<file path="config.mk">
export PLATFORM = sky130hd
export DESIGN_NAME = score_display_driver
export DESIGN_NICKNAME = d
export VERILOG_FILES = /design/src/rtl/score_display_pkg.sv /design/src/rtl/score_display_driver_bcd_to_seg7.sv /design/src/rtl/score_display_driver.sv
export SDC_FILE = /design/constraint.sdc
export NUM_CORES = 1
export LEC_CHECK = 0
export BUFFER_PORTS_ARGS = -buffer_cell sky130_fd_sc_hd__buf_2
export CORE_ASPECT_RATIO = 1.2
export CORE_UTILIZATION = 55
export CTS_BUF_LIST = sky130_fd_sc_hd__clkbuf_2
export CTS_CLUSTER_DIAMETER = 50
export CTS_CLUSTER_SIZE = 40
export DETAILED_ROUTE_END_ITERATION = 6
export PLACE_DENSITY_LB_ADDON = 0.05
export SYNTH_ARGS = -nofsm -noshare
export SYNTH_HDL_FRONTEND = slang
export SYNTH_HIERARCHICAL = 1
export SYNTH_SLANG_ARGS = --single-unit
</file>
<file path="constraint.sdc">
create_clock -name clk -period 8.35 [get_ports clk]
set_input_delay 1.67 -clock clk [delete_from_list [all_inputs] [get_ports clk]]
set_output_delay 1.67 -clock clk [all_outputs]
set_load 0.005 [all_outputs]
</file>
<file path="src/rtl/score_display_pkg.sv">
// Shared types and seven-segment constants for the score display.
// Segment order is {g,f,e,d,c,b,a}, active-high.
package score_display_pkg;

    typedef enum logic [1:0] {
        LIVE      = 2'd0,
        FLASH_ON  = 2'd1,
        FLASH_OFF = 2'd2
    } disp_state_t;

    typedef logic [1:0] digit_idx_t;

    localparam digit_idx_t IDX_ONES     = 2'd0;
    localparam digit_idx_t IDX_TENS     = 2'd1;
    localparam digit_idx_t IDX_HUNDREDS = 2'd2;

    localparam logic [6:0] SEG_0     = 7'b0111111;
    localparam logic [6:0] SEG_1     = 7'b0000110;
    localparam logic [6:0] SEG_2     = 7'b1011011;
    localparam logic [6:0] SEG_3     = 7'b1001111;
    localparam logic [6:0] SEG_4     = 7'b1100110;
    localparam logic [6:0] SEG_5     = 7'b1101101;
    localparam logic [6:0] SEG_6     = 7'b1111101;
    localparam logic [6:0] SEG_7     = 7'b0000111;
    localparam logic [6:0] SEG_8     = 7'b1111111;
    localparam logic [6:0] SEG_9     = 7'b1101111;
    localparam logic [6:0] SEG_DASH  = 7'b1000000;
    localparam logic [6:0] SEG_BLANK = 7'b0000000;

    function automatic logic [2:0] idx_onehot(digit_idx_t idx);
        logic [2:0] oh;
        oh = 3'b001;
        case (idx)
            IDX_TENS:     oh = 3'b010;
            IDX_HUNDREDS: oh = 3'b100;
            default:      oh = 3'b001;
        endcase
        return oh;
    endfunction

endpackage

</file>
<file path="src/rtl/score_display_driver_bcd_to_seg7.sv">
// Combinational BCD to seven-segment decoder with blanking.
// Non-decimal codes show a dash so bad digits stay visible.
module bcd_to_seg7
    import score_display_pkg::*;
(
    input  logic [3:0] bcd,
    input  logic       blank,
    output logic [6:0] seg
);

    // Decode one digit, forcing all segments off when blanked
    always_comb begin
        seg = SEG_BLANK;
        if (!blank) begin
            case (bcd)
                4'd0:    seg = SEG_0;
                4'd1:    seg = SEG_1;
                4'd2:    seg = SEG_2;
                4'd3:    seg = SEG_3;
                4'd4:    seg = SEG_4;
                4'd5:    seg = SEG_5;
                4'd6:    seg = SEG_6;
                4'd7:    seg = SEG_7;
                4'd8:    seg = SEG_8;
                4'd9:    seg = SEG_9;
                default: seg = SEG_DASH;
            endcase
        end
    end

endmodule

</file>
<file path="src/rtl/score_display_driver.sv">
// Multiplexed 3-digit score display with leading-zero blanking
// and a frozen-score flash sequence after each game ends.
module score_display_driver
    import score_display_pkg::*;
#(
    parameter int SCAN_DIV    = 1000,
    parameter int BLINK_DIV   = 6000000,
    parameter int FLASH_COUNT = 3
) (
    input  logic       clk,
    input  logic       nRst,
    input  logic [3:0] bcd_ones,
    input  logic [3:0] bcd_tens,
    input  logic [3:0] bcd_hundreds,
    input  logic       isGameComplete,
    output logic [6:0] seg,
    output logic [2:0] digit_en,
    output logic       flashing
);

    localparam int SCAN_W  = (SCAN_DIV > 1) ? $clog2(SCAN_DIV) : 1;
    localparam int BLINK_W = (BLINK_DIV > 1) ? $clog2(BLINK_DIV) : 1;
    localparam int NUM_W   = (FLASH_COUNT > 1) ? $clog2(FLASH_COUNT) : 1;

    localparam logic [SCAN_W-1:0]  SCAN_LAST  = SCAN_W'(SCAN_DIV - 1);
    localparam logic [BLINK_W-1:0] BLINK_LAST = BLINK_W'(BLINK_DIV - 1);
    localparam logic [NUM_W-1:0]   NUM_LAST   = NUM_W'(FLASH_COUNT - 1);

    disp_state_t        state;
    disp_state_t        state_d;
    logic [SCAN_W-1:0]  scan_cnt;
    digit_idx_t         scan_idx;
    logic [BLINK_W-1:0] blink_cnt;
    logic [BLINK_W-1:0] blink_cnt_d;
    logic [NUM_W-1:0]   blink_num;
    logic [NUM_W-1:0]   blink_num_d;
    logic [3:0]         sh_ones;
    logic [3:0]         sh_tens;
    logic [3:0]         sh_hund;
    logic               ge_q;
    logic               go_evt;
    logic               blink_done;
    logic               use_shadow;
    logic [3:0]         src_ones;
    logic [3:0]         src_tens;
    logic [3:0]         src_hund;
    logic [3:0]         cur_digit;
    logic               cur_blank;
    logic [6:0]         dec_seg;

    assign go_evt     = isGameComplete & ~ge_q;
    assign blink_done = (blink_cnt == BLINK_LAST);

    // Register the game-complete level for rising-edge detection
    always_ff @(posedge clk or negedge nRst) begin
        if (!nRst) begin
            ge_q <= 1'b0;
        end else begin
            ge_q <= isGameComplete;
        end
    end

    // Free-running digit scan, independent of the display state
    always_ff @(posedge clk or negedge nRst) begin
        if (!nRst) begin
            scan_cnt <= '0;
            scan_idx <= IDX_ONES;
        end else if (scan_cnt == SCAN_LAST) begin
            scan_cnt <= '0;
            scan_idx <= (scan_idx == IDX_HUNDREDS) ? IDX_ONES
                                                   : scan_idx + 2'd1;
        end else begin
            scan_cnt <= scan_cnt + SCAN_W'(1);
        end
    end

    // Track the previous cycle's score while live; hold it otherwise
    always_ff @(posedge clk or negedge nRst) begin
        if (!nRst) begin
            sh_ones <= '0;
            sh_tens <= '0;
            sh_hund <= '0;
        end else if (state == LIVE && !go_evt) begin
            sh_ones <= bcd_ones;
            sh_tens <= bcd_tens;
            sh_hund <= bcd_hundreds;
        end
    end

    // State, blink counter and blink number registers
    always_ff @(posedge clk or negedge nRst) begin
        if (!nRst) begin
            state     <= LIVE;
            blink_cnt <= '0;
            blink_num <= '0;
        end else begin
            state     <= state_d;
            blink_cnt <= blink_cnt_d;
            blink_num <= blink_num_d;
        end
    end

    // Flash sequencing; a fresh rising edge always restarts it
    always_comb begin
        state_d     = state;
        blink_cnt_d = blink_cnt;
        blink_num_d = blink_num;
        if (go_evt) begin
            state_d     = FLASH_ON;
            blink_cnt_d = '0;
            blink_num_d = '0;
        end else begin
            case (state)
                FLASH_ON: begin
                    if (blink_done) begin
                        state_d     = FLASH_OFF;
                        blink_cnt_d = '0;
                    end else begin
                        blink_cnt_d = blink_cnt + BLINK_W'(1);
                    end
                end
                FLASH_OFF: begin
                    if (blink_done) begin
                        blink_cnt_d = '0;
                        if (blink_num == NUM_LAST) begin
                            state_d     = LIVE;
                            blink_num_d = '0;
                        end else begin
                            state_d     = FLASH_ON;
                            blink_num_d = blink_num + NUM_W'(1);
                        end
                    end else begin
                        blink_cnt_d = blink_cnt + BLINK_W'(1);
                    end
                end
                default: begin
                    state_d     = LIVE;
                    blink_cnt_d = '0;
                    blink_num_d = '0;
                end
            endcase
        end
    end

    // Display mode follows the state being entered, so the digit
    // registers and flashing change on the same edge
    assign use_shadow = (state_d != LIVE);
    assign src_ones   = use_shadow ? sh_ones : bcd_ones;
    assign src_tens   = use_shadow ? sh_tens : bcd_tens;
    assign src_hund   = use_shadow ? sh_hund : bcd_hundreds;

    // Select the scanned digit and apply leading-zero blanking
    always_comb begin
        cur_digit = src_ones;
        cur_blank = 1'b0;
        case (scan_idx)
            IDX_TENS: begin
                cur_digit = src_tens;
                cur_blank = (src_hund == 4'd0) && (src_tens == 4'd0);
            end
            IDX_HUNDREDS: begin
                cur_digit = src_hund;
                cur_blank = (src_hund == 4'd0);
            end
            default: begin
                cur_digit = src_ones;
                cur_blank = 1'b0;
            end
        endcase
    end

    bcd_to_seg7 u_dec (
        .bcd   (cur_digit),
        .blank (cur_blank),
        .seg   (dec_seg)
    );

    // Registered display outputs; dark during the off half-period
    always_ff @(posedge clk or negedge nRst) begin
        if (!nRst) begin
            seg      <= SEG_BLANK;
            digit_en <= 3'b000;
            flashing <= 1'b0;
        end else begin
            flashing <= (state_d != LIVE);
            if (state_d == FLASH_OFF) begin
                seg      <= SEG_BLANK;
                digit_en <= 3'b000;
            end else begin
                seg      <= dec_seg;
                digit_en <= idx_onehot(scan_idx);
            end
        end
    end

endmodule

</file>
**Yosys cells after proc, flatten, opt, wreduce, memory -nomap -nowiden**

Memory sizes are Yosys's and may differ from the RTL's.
Cells that the tools add are included.

- Register bits after elaboration: 63
- Memory bits (read-only): 112
- Input bits: 15
- Output and inout bits: 11
- Word-level logic and storage cells: 61
- Memories kept: 1

- Add/sub/neg operators: 4
- Equality and inequality tests: 10
- Multiplexer cells: 23
- Bitwise operators: 2
- Reduce and logical (&&, ||, !) cells: 9

Memories:

| name | words | bits a word | rd ports | clocked after Yosys merged registers in | write ports | line | text |
|---|---|---|---|---|---|---|---|
| (no name shown) | 16 | 7 | 1 | 0 | 0 | score_display_driver_bcd_to_seg7.sv:15 | `case (bcd)` |

Operators with widths:

| cell | number |
|---|---|
| two-way mux 23 bit | 3 |
| adder 23 x 1 -> 23 bit, second input constant | 1 |
| equality test 23 bit, second input constant | 1 |
| two-way mux 2 bit | 7 |
| two-way mux 7 bit | 2 |
| two-way mux 4 bit | 3 |
| adder 10 x 1 -> 10 bit, second input constant | 1 |
| equality test 10 bit, second input constant | 1 |
| two-way mux 10 bit | 1 |
| equality test 2 bit, second input constant | 4 |
| zero test 4 bit | 2 |
| one-hot mux 2 bit (2 select lines) | 2 |
| one-hot mux 4 bit (2 select lines) | 1 |
| one-hot mux 3 bit (2 select lines) | 1 |
| adder 2 x 1 -> 2 bit, second input constant | 2 |
| equality test 2 x 1 -> 1 bit, second input constant | 2 |
| two-way mux 3 bit | 1 |
| inequality test 3 bit, second input constant | 1 |
| logical AND 1 bit | 2 |
| zero test 2 bit | 1 |
| inequality test 2 bit, second input constant | 1 |
| one-hot mux 1 bit (2 select lines) | 1 |
| AND reduction 2 bit | 1 |
| nonzero test 2 bit | 1 |
| 5 further kinds | 5 |

**Longest topological paths before layout**

Gate-level depths: netlist of run 1.

- Word-level depth: 12
- Gate-level depth with buffers: 15
- Mapped depth without buffers: 14

**Hierarchy**

The synthesis of run 1 kept the hierarchy.

Modules (own cells, without submodules):

| module | times used | cells each | area an instance (µm²) | sequential area each (µm²) |
|---|---|---|---|---|
| score_display_driver | 1 | 290 | 3155.5 | 1576.5 |
| bcd_to_seg7 | 1 | 33 | 215.2 | 0.0 |

**Worst setup path after synthesis of run 1**

OpenSTA, ideal clock, no wires.

- Kind: input to register
- Start point: input port isGameComplete
- End point: register seg[5]
- Library setup time: 132 ps
- Data arrival time: 3975 ps
- Required time: 8218 ps
- Setup slack: 4243 ps
- Stages: 13
- Path buffers: 1
- Path through: or2b_2 and2_2 o221a_4 nor3_4 buf_8 mux2i_1 o211ai_1 inv_1 ha_1 nor2b_1 o21ai_1 o31ai_1 nor2b_1

- Elaborated cells on any way between the ends: 15
- Those cells by class: 1 x eq/ne; 8 x mux; 1 x bitwise; 4 x reduce/logical; 1 x memory

RTL lines:

| element | line | text |
|---|---|---|
| start, declared | score_display_driver.sv:15 | `input logic isGameComplete,` |
| bitwise AND 1 bit (*) | score_display_driver.sv:51 | `assign go_evt = isGameComplete & ~ge_q;` |
| two-way mux 2 bit (*) | score_display_driver.sv:108 | `if (go_evt) begin` |
| net state_d[1] | score_display_driver.sv:30 | `disp_state_t state_d;` |
| nonzero test 2 bit (*) | score_display_driver.sv:147 | `assign use_shadow = (state_d != LIVE);` |
| two-way mux 4 bit, on equally long branches | score_display_driver.sv:148, score_display_driver.sv:149, score_display_driver.sv:150 |  |
| one-hot mux 4 bit (2 select lines) (*) | score_display_driver.sv:156 | `case (scan_idx)` |
| net cur_digit[1] | score_display_driver.sv:47 | `logic [3:0] cur_digit;` |
| memory (16 x 7 bit) (*) | n/a |  |
| two-way mux 7 bit (*) | score_display_driver_bcd_to_seg7.sv:14 | `if (!blank) begin` |
| net dec_seg[5] | score_display_driver.sv:49 | `logic [6:0] dec_seg;` |
| two-way mux 7 bit (*) | score_display_driver.sv:186 | `if (state_d == FLASH_OFF) begin` |
| end signal, assigned | score_display_driver.sv:190 | `seg <= dec_seg;` |
| end, declared | score_display_driver.sv:16 | `output logic [6:0] seg,` |

Mark *: on every way through the listed nets, which the timed path passes. The rest lies on a longest branch.
A chain may end at the register's enable or synchronous reset.

**Worst setup path in the final report of run 1**

Ends and elaborated chain as after synthesis.

==> run_results.csv, run 1 <==
group,metric,value,unit
run_status,outcome,"finished clean",
sta,tns,0,ps
routing,dr.first_iter.drc_count,125,
global_route,antenna_found_initial,0,
worst_setup_path,crit_arrival,4590,ps
sta,setup_violations,0,
synthesis,ys.flop_type,"dfrtp_1",
worst_setup_path,cp_num_buf_inv,2,
worst_setup_path,path_max_fanout,15,
global_route,grt_max_degree,64,
clocking,htree_levels,3,
global_route,overflow,0,
routing,num_vias,2344,
sta,clock_skew,26.8,ps
worst_setup_path,ff2ff_path_depth,13,
clocking,cts_tree,"yes",
clocking,post_cts_buffers,0,
clocking,cts_made_buffers,9,
sta,slew_headroom,36.4,%
sta,tightest_slew,947,ps
final_layout,mostFrequentLayoutCell,"dfrtp_1",
global_route,grt_pass1_vias,2279,
clocking,insertion_delay,490,ps
synthesis,synthCells,323,
routing,antenna_left,0,
routing,wl,5.95,mm
power_and_ir_drop,total_leakage_power,1.67,nW
routing,drt_first_pass_iters,4,
worst_setup_path,crit_type,"input pin to register",
power_and_ir_drop,peakVddDrop,0.000142,V
worst_setup_path,start_kind,"input pin",
power_and_ir_drop,p_per_area,164,nW/um^2
clocking,cts.sinks,63,
sta,holdWs,503,ps
worst_setup_path,slowest_stage,"nor3_4",
synthesis,synth_nets,353,
synthesis,synthTopCellsByArea,"dfrtp_1, mux2_2, ha_1",
synthesis,synth_top_area_cell,"dfrtp_1",
sta,finalHoldViolCount,0,
place,gp_congestion,0.821,
worst_setup_path,crit_family,"simple AND/OR/NAND/NOR gates",
clocking,cts_buffer_depth,2,
final_layout,nNetsFinal,382,
synthesis,synth_top_area_share,46.8,%
synthesis,async_reset_ff_share,100,%
routing,avgRoutedWirePerCell,13.6,um
final_layout,syn_to_final_growth,9.47,%
worst_setup_path,cp_common_cell,"nor2b_1",
floorplan,core,5780,sq um
final_layout,drive_gt1_share,22.4,%
routing,drc,0,
worst_setup_path,end_kind,"register",
min_path,whs_path_depth,1,
synthesis,ys_ff_latch,63,
floorplan,design.die.area,6450,sq um
sta,min_period_over_period,50.4,%
worst_setup_path,crit_cells,13,
job,max-cap-violations,0,
final_layout,num_antenna_cells,0,
power_and_ir_drop,total_power,603,uW
min_path,min_path_type,"register to register",
synthesis,synth_cell_type_count,50,
place,port_buffers,25,
clocking,cts_resized,0,
clocking,cts_hold_buf,0,
floorplan,rows,30,
floorplan,io-pin-count,26,
sta,grt_setup_unrepaired,"no",
worst_setup_path,cp_cell_sequence,"buf_2 -> or2b_2 -> and2_2 -> o221a_4 -> nor3_4 -> mux2i_1 -> o211ai_1 -> inv_1 -> ha_1 -> nor2b_1 -> o21ai_1 -> o31ai_1 -> nor2b_1",
global_route,grt.total_usage,21.0,%
clocking,root_buffer,"clkbuf_2",
worst_setup_path,worstPathRequired,8730,ps
clocking,clk_pin_slew,190,ps
synthesis,synth_edf_count,0,
final_layout,layout_common_cells,"dfrtp_1, nor2_1, nand2_1",
floorplan,die_w,73.5,um
place,hpwl,4.06,mm
synthesis,syn_avg_cell_area,10.4,sq um
sta,max_freq,0.238,GHz
sta,slew_violations,0,
routing,drt-vias-per-instance,5.36,
sta,finalCriticalPeriod,4210,ps
synthesis,yosys_warnings,6,
synthesis,synth_area,3370,sq um
floorplan,initial_utilization,58.3,%
global_route,grt_pass1_wl,10.2,mm
floorplan,die_h,87.8,um
synthesis,ys_seq_area_share,46.8,%
worst_setup_path,crit_path_max_incr_delay,600,ps
final_layout,fin_util,63.8,%
## synth_stat cells (4+ instances only)
master	count
a21oi_1	4
clkbuf_1	4
dfrtp_1	63
ha_1	15
inv_1	10
mux2_2	17
mux2i_1	10
nand2_1	26
nand3_1	17
nand4_1	6
nor2_1	40
nor2b_1	20
nor4_1	4
o211ai_1	7
o21ai_0	6
xnor2_1	8
xor2_1	18
## sequential cells by signal (all words and copies together), names as in the netlist, 3 cells and up
register   flops
sh_tens        4
blink_cnt     23
sh_ones        4
sh_hund        4
digit_en       3
scan_cnt      10
seg            7
## metrics by stage
stage	instance area (sq um)	instances	setup slack, ps
6_report	3690	437	4140
3_5_place_dp	3550	421	3610
5_1_grt	3690	437	3850
3_3_place_gp	3550	421	3700
4_1_cts	3690	437	4190
2_1_floorplan	3370	323	4240
## where the power goes
part           switching (mW)  internal, mW  leakage [nW]  total [mW]
Combinational          0.0347        0.0304         0.778      0.0652
Clock                   0.113        0.0992        0.0779       0.213
Sequential            0.00672         0.319         0.813       0.326
## path summary, 6_finish.rpt
check                                   startpoint                 endpoint  slack [ps]
setup / recovery                    isGameComplete         seg[5]$_DFF_PN0_        4140
hold / removal               scan_cnt[9]$_DFF_PN0_    scan_cnt[9]$_DFF_PN0_         500
setup reg to reg           blink_cnt[12]$_DFF_PN0_         seg[5]$_DFF_PN0_        4210
hold reg to reg              scan_cnt[9]$_DFF_PN0_    scan_cnt[9]$_DFF_PN0_         500
max in group asynchronous                     nRst   sh_tens[1]$_DFFE_PN0P_        6510
min in group asynchronous                     nRst  blink_cnt[13]$_DFF_PN0_        1300
## cell families (layout without fill, tap and decap cells)
family | count (synthesis) | count (layout) | synth area share (%)
simple gates | 143 | 143 | 23.3
flops | 63 | 63 | 46.8
compound gates | 30 | 30 | 6.27
mux | 27 | 27 | 8.65
xor+xnor | 26 | 26 | 6.76
buf+inv | 19 | 53 | 2.67
fa+ha+maj | 15 | 15 | 5.57
## per-layer routing
metal | GRT usage [%] | up-vias | part of all wire [%]
li1 | - | 1167 | -
met1 | 27.8 | 1132 | 49
met2 | 32.6 | 37 | 47
met3 | 4.95 | 8 | 3.2
met4 | 9.79 | 0 | 1.2
met5 | 0 | - | 0
## layout make-up
cell class	instances	area [sq um]
fillers	491	2090
repair buffers	26	133
multi-input cells	241	1700
clock inverters	6	85.1
well taps	80	100
inverters	11	41.3
clock buffers	10	50.0
flip-flops and latches	63	1580
## worst register-to-register path: stages, from the launching register on
cell and delay, ps:
dfrtp_1 460, or4b_4 570, nor4_4 360, nand2_1 170, mux2i_1 230, nor3_4 680, mux2i_1 170, o211ai_1 510
inv_1 170, ha_1 230, nor2b_1 130, o21ai_1 140, o31ai_1 80, nor2b_1 130
No activity file was read; power rests on OpenSTA's default activity.
==> inputs of run 2 (changes only) <==
==> constraint.sdc (replaced) <==
create_clock -name clk -period 4 [get_ports clk]
set_input_delay 0.8 -clock clk [delete_from_list [all_inputs] [get_ports clk]]
set_output_delay 0.8 -clock clk [all_outputs]
set_load 0.005 [all_outputs]
==> run 2 against run 1 <==
Via count is 0.68% lower. Sequential power is 110% higher. Power is 96% higher. Cell area is 0.41% lower.
==> run_results.csv, run 2 (same netlist as run 1, synthesis figures left out) <==
group,metric,value,unit
floorplan,core,5780,sq um
sta,setup_violations,0,
clocking,clk_pin_slew,180,ps
sta,fin_ws,476,ps
sta,slew_headroom,34.1,%
routing,drc,0,
clocking,cts.sinks,63,
global_route,grt_pass1_wl,10.3,mm
routing,dr.first_iter.drc_count,117,
clocking,cts_made_buffers,9,
place,port_buffers,25,
global_route,grt_pass1_vias,2293,
final_layout,multi_input_area,1700,sq um
clocking,root_buffer,"clkbuf_2",
sta,holdWs,369,ps
global_route,overflow,0,
final_layout,num_antenna_cells,0,
worst_setup_path,start_kind,"register",
floorplan,io-pin-count,26,
global_route,antenna_found_initial,0,
run_status,outcome,"finished clean",
power_and_ir_drop,p_per_area,322,nW/um^2
min_path,min_path_type,"input pin to async pin",
routing,drt-vias-per-instance,5.30,
worst_setup_path,crit_type,"register to register",
worst_setup_path,rr_endpoint,"seg[2]$_DFF_PN0_",
place,hpwl,4.27,mm
routing,num_vias,2328,
final_layout,largestRegisters,"blink_cnt (23), scan_cnt (10), seg (7)",
final_layout,n_fill_cell,508,
clocking,cts_tree,"yes",
worst_setup_path,end_kind,"register",
floorplan,die_w,73.5,um
final_layout,largest_register_ffs,23,
routing,drt_first_pass_iters,4,
worst_setup_path,r2r_slack,480,ps
sta,finalHoldViolCount,0,
place,dp_slack,505,ps
routing,antenna_left,0,
sta,tns,0,ps
worst_setup_path,worstPathRequired,4430,ps
final_layout,mostFrequentLayoutCell,"dfrtp_1",
routing,avgRoutedWirePerCell,13.5,um
global_route,grt.total_usage,21.1,%
job,max-cap-violations,0,
worst_setup_path,path_max_fanout,8,
final_layout,drive_gt1_share,22.3,%
sta,min_period_over_period,88.1,%
sta,max_freq,0.284,GHz
clocking,htree_levels,3,
place,gp_congestion,0.827,
clocking,insertion_delay,490,ps
worst_setup_path,ff2ff_path_depth,13,
worst_setup_path,crit_path_max_incr_delay,560,ps
power_and_ir_drop,peakVddDrop,0.000245,V
power_and_ir_drop,total_leakage_power,1.67,nW
floorplan,rows,30,
routing,wl,5.93,mm
power_and_ir_drop,total_power,1.18,mW
clocking,cts_resized,0,
worst_setup_path,slowest_stage,"or4b_4",
floorplan,initial_utilization,58.3,%
final_layout,top_register,"blink_cnt",
final_layout,nNetsFinal,385,
worst_setup_path,cp_cell_sequence,"or4b_4 -> nor4_4 -> nand2_1 -> mux2i_1 -> nor3_4 -> buf_4 -> mux2i_1 -> o211ai_1 -> buf_4 -> ha_1 -> a21o_2 -> a21oi_2 -> nor2b_1",
clocking,cts_buffer_depth,2,
final_layout,seqCellArea,1580,sq um
sta,slew_violations,0,
clocking,post_cts_buffers,0,
worst_setup_path,crit_arrival,3950,ps
sta,grt_setup_unrepaired,"no",
worst_setup_path,r2r_start,"blink_cnt[12]$_DFF_PN0_",
sta,tightest_slew,981,ps
final_layout,syn_to_final_growth,9.02,%
sta,clock_skew,32.8,ps
clocking,cts_hold_buf,0,
sta,finalCriticalPeriod,3520,ps
global_route,grt_max_degree,39,
final_layout,layout_common_cells,"dfrtp_1, nor2_1, nand2_1",
floorplan,design.die.area,6450,sq um
floorplan,die_h,87.8,um
run 2: per-stage QoR:
step / utilization [%] / cell area, sq um / std cells
after floorplan: - / 3370 / 323
after global placement: 61.9 / 3580 / 424
after detailed placement: 61.9 / 3580 / 424
after CTS: 63.6 / 3670 / 439
after global routing: 63.6 / 3670 / 439
final: 63.6 / 3670 / 439
run 2: worst max path at each step:
stage | from | to
floorplan | blink_cnt[12]$_DFF_PN0_ | seg[5]$_DFF_PN0_
global placement | blink_cnt[12]$_DFF_PN0_ | seg[6]$_DFF_PN0_
detailed placement | blink_cnt[12]$_DFF_PN0_ | seg[2]$_DFF_PN0_
CTS | blink_cnt[12]$_DFF_PN0_ | seg[2]$_DFF_PN0_
global route | blink_cnt[12]$_DFF_PN0_ | seg[1]$_DFF_PN0_
finish | blink_cnt[12]$_DFF_PN0_ | seg[2]$_DFF_PN0_
run 2: report_power, final:
| group | switching [mW] | total (mW) | internal [mW] |
|---|---|---|---|
| clock | 0.228 | 0.362 | 0.134 |
| sequential | 0.0142 | 0.680 | 0.666 |
| combinational | 0.0733 | 0.140 | 0.0662 |
| total | 0.315 | 1.18 | 0.866 |
run 2: layout make-up:
type,instances,share of cell area [%]
Tap cell,80,2.72
Clock inverter,6,1.43
Inverter,11,1.12
Sequential cell,63,42.9
Multi-Input combinational cell,241,46.4
Clock buffer,9,1.23
Timing Repair Buffer,29,4.22
run 2: worst max-delay path: cells and delay by family, from the launching register on:
kind                     cells  cell delay (ps)
AO/OA/AOI/OAI                3              460
adder cells (fa/ha/maj)      1              200
buffers and inverters        2              420
flip-flops                   1              450
multiplexers                 2              430
AND/OR/NAND/NOR              5             1510
run 2: per-layer routing:
| layer | share of wire (%) | GRT usage [%] | vias up | wire length [um] |
|---|---|---|---|---|
| met5 | 0 | 0 | - | 0 |
| met2 | 48 | 34.2 | 36 | 2850 |
| met3 | 3.2 | 4.37 | 10 | 191 |
| met1 | 47 | 27.2 | 1109 | 2780 |
| li1 | - | - | 1173 | - |
| met4 | 1.9 | 9.27 | 0 | 112 |
